===== config.mk =====
export PLATFORM = sky130hd
export DESIGN_NAME = lights_selector_multi
export DESIGN_NICKNAME = d
export VERILOG_FILES = /design/src/rtl/lights_pkg.sv /design/src/rtl/lights_selector_multi_palette.sv /design/src/rtl/lights_selector_multi.sv
export SDC_FILE = /design/constraint.sdc
export NUM_CORES = 1
export LEC_CHECK = 0
export ABC_CLOCK_PERIOD_IN_PS = 2500
export BUFFER_PORTS_ARGS = -buffer_cell sky130_fd_sc_hd__buf_2
export CAP_MARGIN = 15
export CORE_UTILIZATION = 45
export CTS_CLUSTER_DIAMETER = 30
export DETAILED_ROUTE_END_ITERATION = 7
export PLACE_DENSITY = 0.76
export SKIP_CTS_REPAIR_TIMING = 1
export SLEW_MARGIN = 20
export SYNTH_ARGS = -nofsm -noshare
export SYNTH_HDL_FRONTEND = slang
export SYNTH_HIERARCHICAL = 1
export SYNTH_SLANG_ARGS = --single-unit

===== constraint.sdc =====
create_clock -name clk -period 2.5 [get_ports clk]
set_clock_uncertainty 0.2 [all_clocks]
set_input_delay 0 -clock clk [delete_from_list [all_inputs] [get_ports clk]]
set_output_delay 0 -clock clk [all_outputs]
set_load 0.01 [all_outputs]

===== src/rtl/lights_pkg.sv =====
// Shared constants for the multi-channel lights selector.
//   - Mode encodings for the 2-bit mode input.
//   - Colour index range and reset value.
//   - Palette bit positions within the 3-bit colour index.
//   - next_index(): step function for the per-channel index counter.
package lights_pkg;

    localparam logic [1:0] MODE_WHITE  = 2'd0;
    localparam logic [1:0] MODE_COLOUR = 2'd1;
    localparam logic [1:0] MODE_BLINK  = 2'd2;
    localparam logic [1:0] MODE_OFF    = 2'd3;

    localparam logic [2:0] IDX_MIN   = 3'd1;
    localparam logic [2:0] IDX_MAX   = 3'd6;
    localparam logic [2:0] IDX_RESET = 3'd1;

    localparam int unsigned PAL_R_BIT = 2;
    localparam int unsigned PAL_G_BIT = 1;
    localparam int unsigned PAL_B_BIT = 0;

    // 1..5 step up; 6 wraps to 1. The unreachable values 0 and 7 also
    // recover to 1 on the next step.
    function automatic logic [2:0] next_index(input logic [2:0] idx);
        if (idx >= IDX_MAX || idx < IDX_MIN)
            return IDX_MIN;
        else
            return idx + 3'd1;
    endfunction

endpackage


===== src/rtl/lights_selector_multi_palette.sv =====
// colour_palette: registered 3-bit index -> packed RGB lookup.
//   clk   : system clock
//   rst   : synchronous active-high reset, output returns to palette(IDX_RESET)
//   index : colour index (bit2=R, bit1=G, bit0=B)
//   rgb   : {R, G, B}, each COLOUR_W bits, all-ones when the bit is set
import lights_pkg::*;

module colour_palette #(
    parameter int COLOUR_W = 8
) (
    input  logic                    clk,
    input  logic                    rst,
    input  logic [2:0]              index,
    output logic [3*COLOUR_W-1:0]   rgb
);

    localparam logic [3*COLOUR_W-1:0] RGB_RESET = {
        {COLOUR_W{IDX_RESET[PAL_R_BIT]}},
        {COLOUR_W{IDX_RESET[PAL_G_BIT]}},
        {COLOUR_W{IDX_RESET[PAL_B_BIT]}}
    };

    logic [3*COLOUR_W-1:0] rgb_d;
    logic [3*COLOUR_W-1:0] rgb_q;

    always_comb begin
        rgb_d = {
            {COLOUR_W{index[PAL_R_BIT]}},
            {COLOUR_W{index[PAL_G_BIT]}},
            {COLOUR_W{index[PAL_B_BIT]}}
        };
    end

    always_ff @(posedge clk) begin
        if (rst)
            rgb_q <= RGB_RESET;
        else
            rgb_q <= rgb_d;
    end

    assign rgb = rgb_q;

endmodule


===== src/rtl/lights_selector_multi.sv =====
// lights_selector_multi: CHANNELS independent button-stepped RGB lights.
//   clk    : system clock, all state on rising edge
//   rst    : synchronous active-high reset
//   button : per-channel step request, rising edge advances that channel
//   mode   : 0=white, 1=colour, 2=blink, 3=off (shared by all channels)
//   light  : channel c at [c*3*COLOUR_W +: 3*COLOUR_W], R high, B low
import lights_pkg::*;

module lights_selector_multi #(
    parameter int CHANNELS  = 2,
    parameter int COLOUR_W  = 8,
    parameter int BLINK_DIV = 4
) (
    input  logic                             clk,
    input  logic                             rst,
    input  logic [CHANNELS-1:0]              button,
    input  logic [1:0]                       mode,
    output logic [CHANNELS*3*COLOUR_W-1:0]   light
);

    localparam int CH_W  = 3 * COLOUR_W;
    localparam int CNT_W = (BLINK_DIV > 1) ? $clog2(BLINK_DIV) : 1;
    localparam logic [CNT_W-1:0] CNT_LAST = CNT_W'(BLINK_DIV - 1);

    logic [CHANNELS-1:0]            button_d, button_q;
    logic [CHANNELS-1:0]            btn_edge;
    logic [CHANNELS-1:0][2:0]       index_d, index_q;
    logic [CHANNELS-1:0][CH_W-1:0]  rgb;
    logic [CNT_W-1:0]               blink_cnt_d, blink_cnt_q;
    logic                           blink_on_d, blink_on_q;
    logic [CHANNELS*CH_W-1:0]       light_d, light_q;

    for (genvar g = 0; g < CHANNELS; g++) begin : g_palette
        colour_palette #(.COLOUR_W(COLOUR_W)) u_palette (
            .clk   (clk),
            .rst   (rst),
            .index (index_q[g]),
            .rgb   (rgb[g])
        );
    end

    always_comb begin
        button_d = button;
        btn_edge = button & ~button_q;

        for (int unsigned c = 0; c < CHANNELS; c++) begin
            index_d[c] = index_q[c];
            if (btn_edge[c])
                index_d[c] = next_index(index_q[c]);
        end

        // Free-running in every mode so the blink phase never depends on mode history.
        blink_cnt_d = blink_cnt_q + CNT_W'(1);
        blink_on_d  = blink_on_q;
        if (blink_cnt_q == CNT_LAST) begin
            blink_cnt_d = '0;
            blink_on_d  = ~blink_on_q;
        end

        light_d = '0;
        for (int unsigned c = 0; c < CHANNELS; c++) begin
            case (mode)
                MODE_WHITE:  light_d[c*CH_W +: CH_W] = '1;
                MODE_COLOUR: light_d[c*CH_W +: CH_W] = rgb[c];
                MODE_BLINK:  light_d[c*CH_W +: CH_W] = blink_on_q ? rgb[c] : '0;
                default:     light_d[c*CH_W +: CH_W] = '0;
            endcase
        end
    end

    always_ff @(posedge clk) begin
        if (rst) begin
            // All-ones history: a button held through reset produces no edge.
            button_q    <= '1;
            index_q     <= {CHANNELS{IDX_RESET}};
            blink_cnt_q <= '0;
            blink_on_q  <= 1'b1;
            light_q     <= '1;
        end else begin
            button_q    <= button_d;
            index_q     <= index_d;
            blink_cnt_q <= blink_cnt_d;
            blink_on_q  <= blink_on_d;
            light_q     <= light_d;
        end
    end

    assign light = light_q;

endmodule


* Word level (Yosys, flattened, before mapping)
Cells that the tools add are included.
Widths: inputs -> output; s select.
** Word-level totals
- Output and inout bits :: 48
- Input port bits :: 6
- Logic and storage cells :: 31
- Bits in registers :: 93
** Operators by class
- Reductions and logical operators :: 4
- Order comparisons :: 4
- Bitwise operators :: 3
- Multiplexer cells :: 6
- Equality and inequality tests :: 3
- Add/subtract/negate cells :: 3
** Operator list (count)
- $pmux 24 s3 :: 2
- $mux 24 :: 2
- $add 3x1->3 const B :: 2
- $ge 3x3->1 const B :: 2
- $lt 3x1->1 const B :: 2
- $mux 3 :: 2
- $eq 2x2->1 const B :: 2
- $add 2x1->2 const B :: 1
- $and 2x2->2 :: 1
- $eq 2x1->1 const B :: 1
- $logic_not 2->1 :: 1
- $logic_or 1x1->1 :: 2
- $not 2->2 :: 1
- $reduce_or 2->1 :: 1
- $not 1->1 :: 1

* Longest topological paths before layout
- Word-level depth :: 3
- Depth in mapped cells :: 5
- Depth with buffers taken out :: 5

* Modules after synthesis
Netlist, hierarchy kept.
** Modules (own cells, without submodules)
- lights_selector_multi :: cells an instance 160, area each 1893.1 um^2, seq. area each 1181.1 um^2, times used 1
- colour_palette :: cells an instance 27, area each 236.5 um^2, seq. area each 60.1 um^2, times used 2

* Worst setup path before layout
Ideal clock, no wire load.
- Path kind :: register -> register
- Start point :: register index_q[3] in the netlist's numbering
- End point :: register index_q[4] in the netlist's numbering
- Slack :: 1.149 ns
- Arrival time :: 1.050 ns
- Clock period less this slack :: 1.351 ns
- Required time :: 2.199 ns
- Buffers on the path :: 0
- Stages on the path, launching flop included :: 6
- Setup time :: 0.101 ns
- Path through :: dfxtp_1 inv_1 ha_1 o21ai_1 nand2_1 o41ai_1
** On the way
- Cells in the longest elaborated chain, start to end :: 3
- Elaborated cells between the ends (all ways) :: 5
- Classes of those cells :: 1 x add/sub; 2 x order compare; 1 x mux; 1 x reduce/logical
** Ends and longest elaborated chain
- start, declared :: RTL line lights_selector_multi.sv:27 : logic [CHANNELS-1:0][2:0] index_d, index_q;
- start signal, assigned :: RTL line lights_selector_multi.sv:75 : index_q <= {CHANNELS{IDX_RESET}};
- start signal, assigned :: RTL line lights_selector_multi.sv:81 : index_q <= index_d;
- $ge 3x3->1 / $lt 3x1->1 (equally long branches) :: RTL line lights_pkg.sv:24 : if (idx >= IDX_MAX || idx < IDX_MIN)
- $logic_or 1x1->1 :: RTL line lights_pkg.sv:24
- $mux 3 * :: RTL line lights_pkg.sv:24
Every way passes the cells marked *; elsewhere a longest branch is shown, timed or not.
A chain may end at the register's enable or synchronous reset.

* Final worst setup path
- Start point :: register blink_on_q
- End point :: register light_q[33], in the netlist light[33]
** On the way
- Cells in the longest elaborated chain, start to end :: 2
** Ends and longest elaborated chain
- start, declared :: RTL line lights_selector_multi.sv:30 : logic blink_on_d, blink_on_q;
- start signal, assigned :: RTL line lights_selector_multi.sv:83 : blink_on_q <= blink_on_d;
- $mux 24 :: RTL line lights_selector_multi.sv:65 : MODE_BLINK: light_d[c*CH_W +: CH_W] = blink_on_q ? rgb[c] : '0;
- $pmux 24 s3 :: RTL line lights_selector_multi.sv:62 : case (mode)
- end signal, assigned :: RTL line lights_selector_multi.sv:84 : light_q <= light_d;
- end, declared :: RTL line lights_selector_multi.sv:31 : logic [CHANNELS*CH_W-1:0] light_d, light_q;
No other way between the ends.

==> flow_summary.toml <==
[clock_tree]
htree_levels = 3
path_clk_slew_ns = 0.07
clk_latency_ns = 0.33
cts_made_buffers = 9
cts-root-buf = "clkbuf_8"
cts_sinks = 65
clk_path_buf_depth = 2
cts_tree = "done"

[timing]
setup_ws_ns = 0.691
holdWs_ns = 0.157
slew_violations = 0
fin_crit_sh_pct = 72.4
post-route-min-period_ns = 1.81
setup_viol = 0
finalSetupTns_ns = 0
hold_viol_final = 0
worstMarginPinSlew_ns = 0.992
slew-limit-headroom_pct = 33.7
fmax_mhz = 553
rsz0062_at_grt = "false"

[global_route]
grt_pass1_wl_um = 4870
grt_max_degree = 49
antenna_found_initial = 0
track_usage_pct = 12.0
first_global_vias = 1117
grt-ovfl-total = 0

[finish]
area_growth_pct = 12.2
final_cell_area_um2 = 2650
drive_gt1_share_pct = 30.7
n_antenna_cell = 0
final_nets = 243
n_fill_cell = 462
final_cells = 308

[drt]
drtIter0Drc = 62
viasPerCell = 4.49
first_pass_iters = 4
ant_nets = 0
vias = 1382
drc = 0
routedWlPerCell_um = 10.4
wl_um = 3210

[synth]
yosys.area.top_type = "dfxtp_1"
syn_nets = 224
synthTopCellsByArea = "dfxtp_1 (55%), a21o_1 (15%), buf_4 (14%)"
ys_seq_area_share_pct = 55.0
synth.distinct_cells = 30
ys_seq_elements = 65
synth_area_per_cell_um2 = 11.1
synthCells = 214
synth_top_area_share_pct = 55.0
syn-cell-area_um2 = 2370
yosysWarningCount = 6

[critical_path]
path_class = "flip-flop to flip-flop"
rr_worst_depth = 4
crit-reg2reg-launch = "blink_on_q"
required_ns = 2.58
worstSetupEndpointType = "flip-flop"
critPathMaxFanout = 12
cp_data_arrival_time_ns = 1.89
cp-start-kind = "flip-flop"
reg2reg_to = "light[33]"
r2r_setup_slack_ns = 0.69

[placement]
dp_slack_ns = 0.987
placed_cells = 285
port_buffers = 53
detailed_place.area_um2 = 2350
hpwl_um = 2010
place.gp.congestion = 0.768

[die]
io_pins = 54
core_region_area_um2 = 5070
die_y_um = 74.5
dieWidth_um = 74.5
initial_core_util_pct = 46.6
rows = 26
dieArea_um2 = 5550

[flow_run]
drv_cap = 0

[status]
status = "completed"

[min_path]
hold_depth = 4
whs_endpoint = "light[46]"
hold_path_class = "input pin to flip-flop"
min_from = "mode[0]"

[power]
p_leak_nw = 1.24
peakVddDrop_uv = 297
power_density_nw_per_um2 = 863
[area by class of cell]
type | count | area, um2 | area share [%]
clock buffer | 10 | 138 | 5.19
tap | 70 | 87.6 | 3.30
multi-input combinational | 94 | 686 | 25.8
sequential | 65 | 1300 | 49.0
clock inverter | 6 | 91.3 | 3.44
timing repair buffer | 61 | 343 | 12.9
inverter | 2 | 7.51 | 0.283
[through the flow]
step / power (mW) / util (%)
after global routing: 2.39 / 52.3
after global placement: 1.33 / 46.4
after floorplan: 1.29 / -
final: 2.29 / 52.3
after CTS: 2.31 / 50.9
after detailed placement: 1.33 / 46.4
[sequential cells by signal, summed over array words and instances, names as in the netlist]
register and flops:
light 48, g_palette.u_palette/rgb 6, index_q 6, blink_cnt_q 2, button_q 2, blink_on_q 1
[routing by layer]
| metal | GRT usage [%] | vias to the layer above | share of wire, % |
|---|---|---|---|
| met2 | 17.9 | 39 | 47 |
| met1 | 14.1 | 621 | 45 |
| met5 | 0 | - | 0 |
| met4 | 8.18 | 0 | 2.2 |
| met3 | 5.01 | 9 | 5.8 |
| li1 | - | 713 | - |
[how the worst max path moves through the flow]
stage                     from    endpoint  slack (ns)
global route        blink_on_q   light[33]        0.61
floorplan           index_q[3]  index_q[4]        1.15
CTS                 blink_on_q   light[21]        0.95
global placement    blink_on_q   light[19]        1.02
detailed placement  blink_on_q   light[21]        0.99
finish              blink_on_q   light[33]        0.69
[synth_stat cells]
master,count
a21o_1,48
nor3_1,3
and3_1,2
inv_1,1
o21ai_2,1
a31oi_1,1
nor2_1,4
xnor2_1,1
nand2b_1,2
o311a_1,1
ha_1,4
and2b_1,1
o21ai_0,1
nor2b_1,5
or3_1,1
clkbuf_1,3
dfxtp_1,65
o41ai_1,1
or2_0,1
o21ai_1,2
buf_6,3
buf_4,44
a21oi_1,3
or2_1,5
nor3b_1,1
inv_2,1
nand2_1,2
or3b_1,1
o21bai_1,3
buf_2,3
[critical path, stage by stage (launching register included)]
cell and delay, ns:
dfxtp_1 0.36, inv_2 0.06, o21ai_4 0.15, dlygate4sd3_1 0.80, a21o_1 0.18
[cells by family after synthesis]
family,share of synthesized area [%]
flops,55.0
compound gates,18.9
buf+inv,16.8
simple gates,6.82
fa+ha+maj,2.12
xor+xnor,0.370
[cell usage in the layout, fill, tap and decap left out, types with 3 or more instances in the layout]
cell type / count
a21o_1: 48
nor2_1: 4
clkinvlp_4: 3
a21oi_1: 3
buf_2: 53
dlygate4sd3_1: 7
nor2b_1: 5
or2_1: 5
clkbuf_8: 10
nor3_1: 3
ha_1: 4
dfxtp_1: 65
[power breakdown]
group | leakage [nW] | internal [mW] | switching (mW)
Sequential | 0.540 | 1.10 | 0.0237
Clock | 0.105 | 0.589 | 0.388
Combinational | 0.595 | 0.0915 | 0.0994
Note: power is estimated with default switching activity, not from simulation.
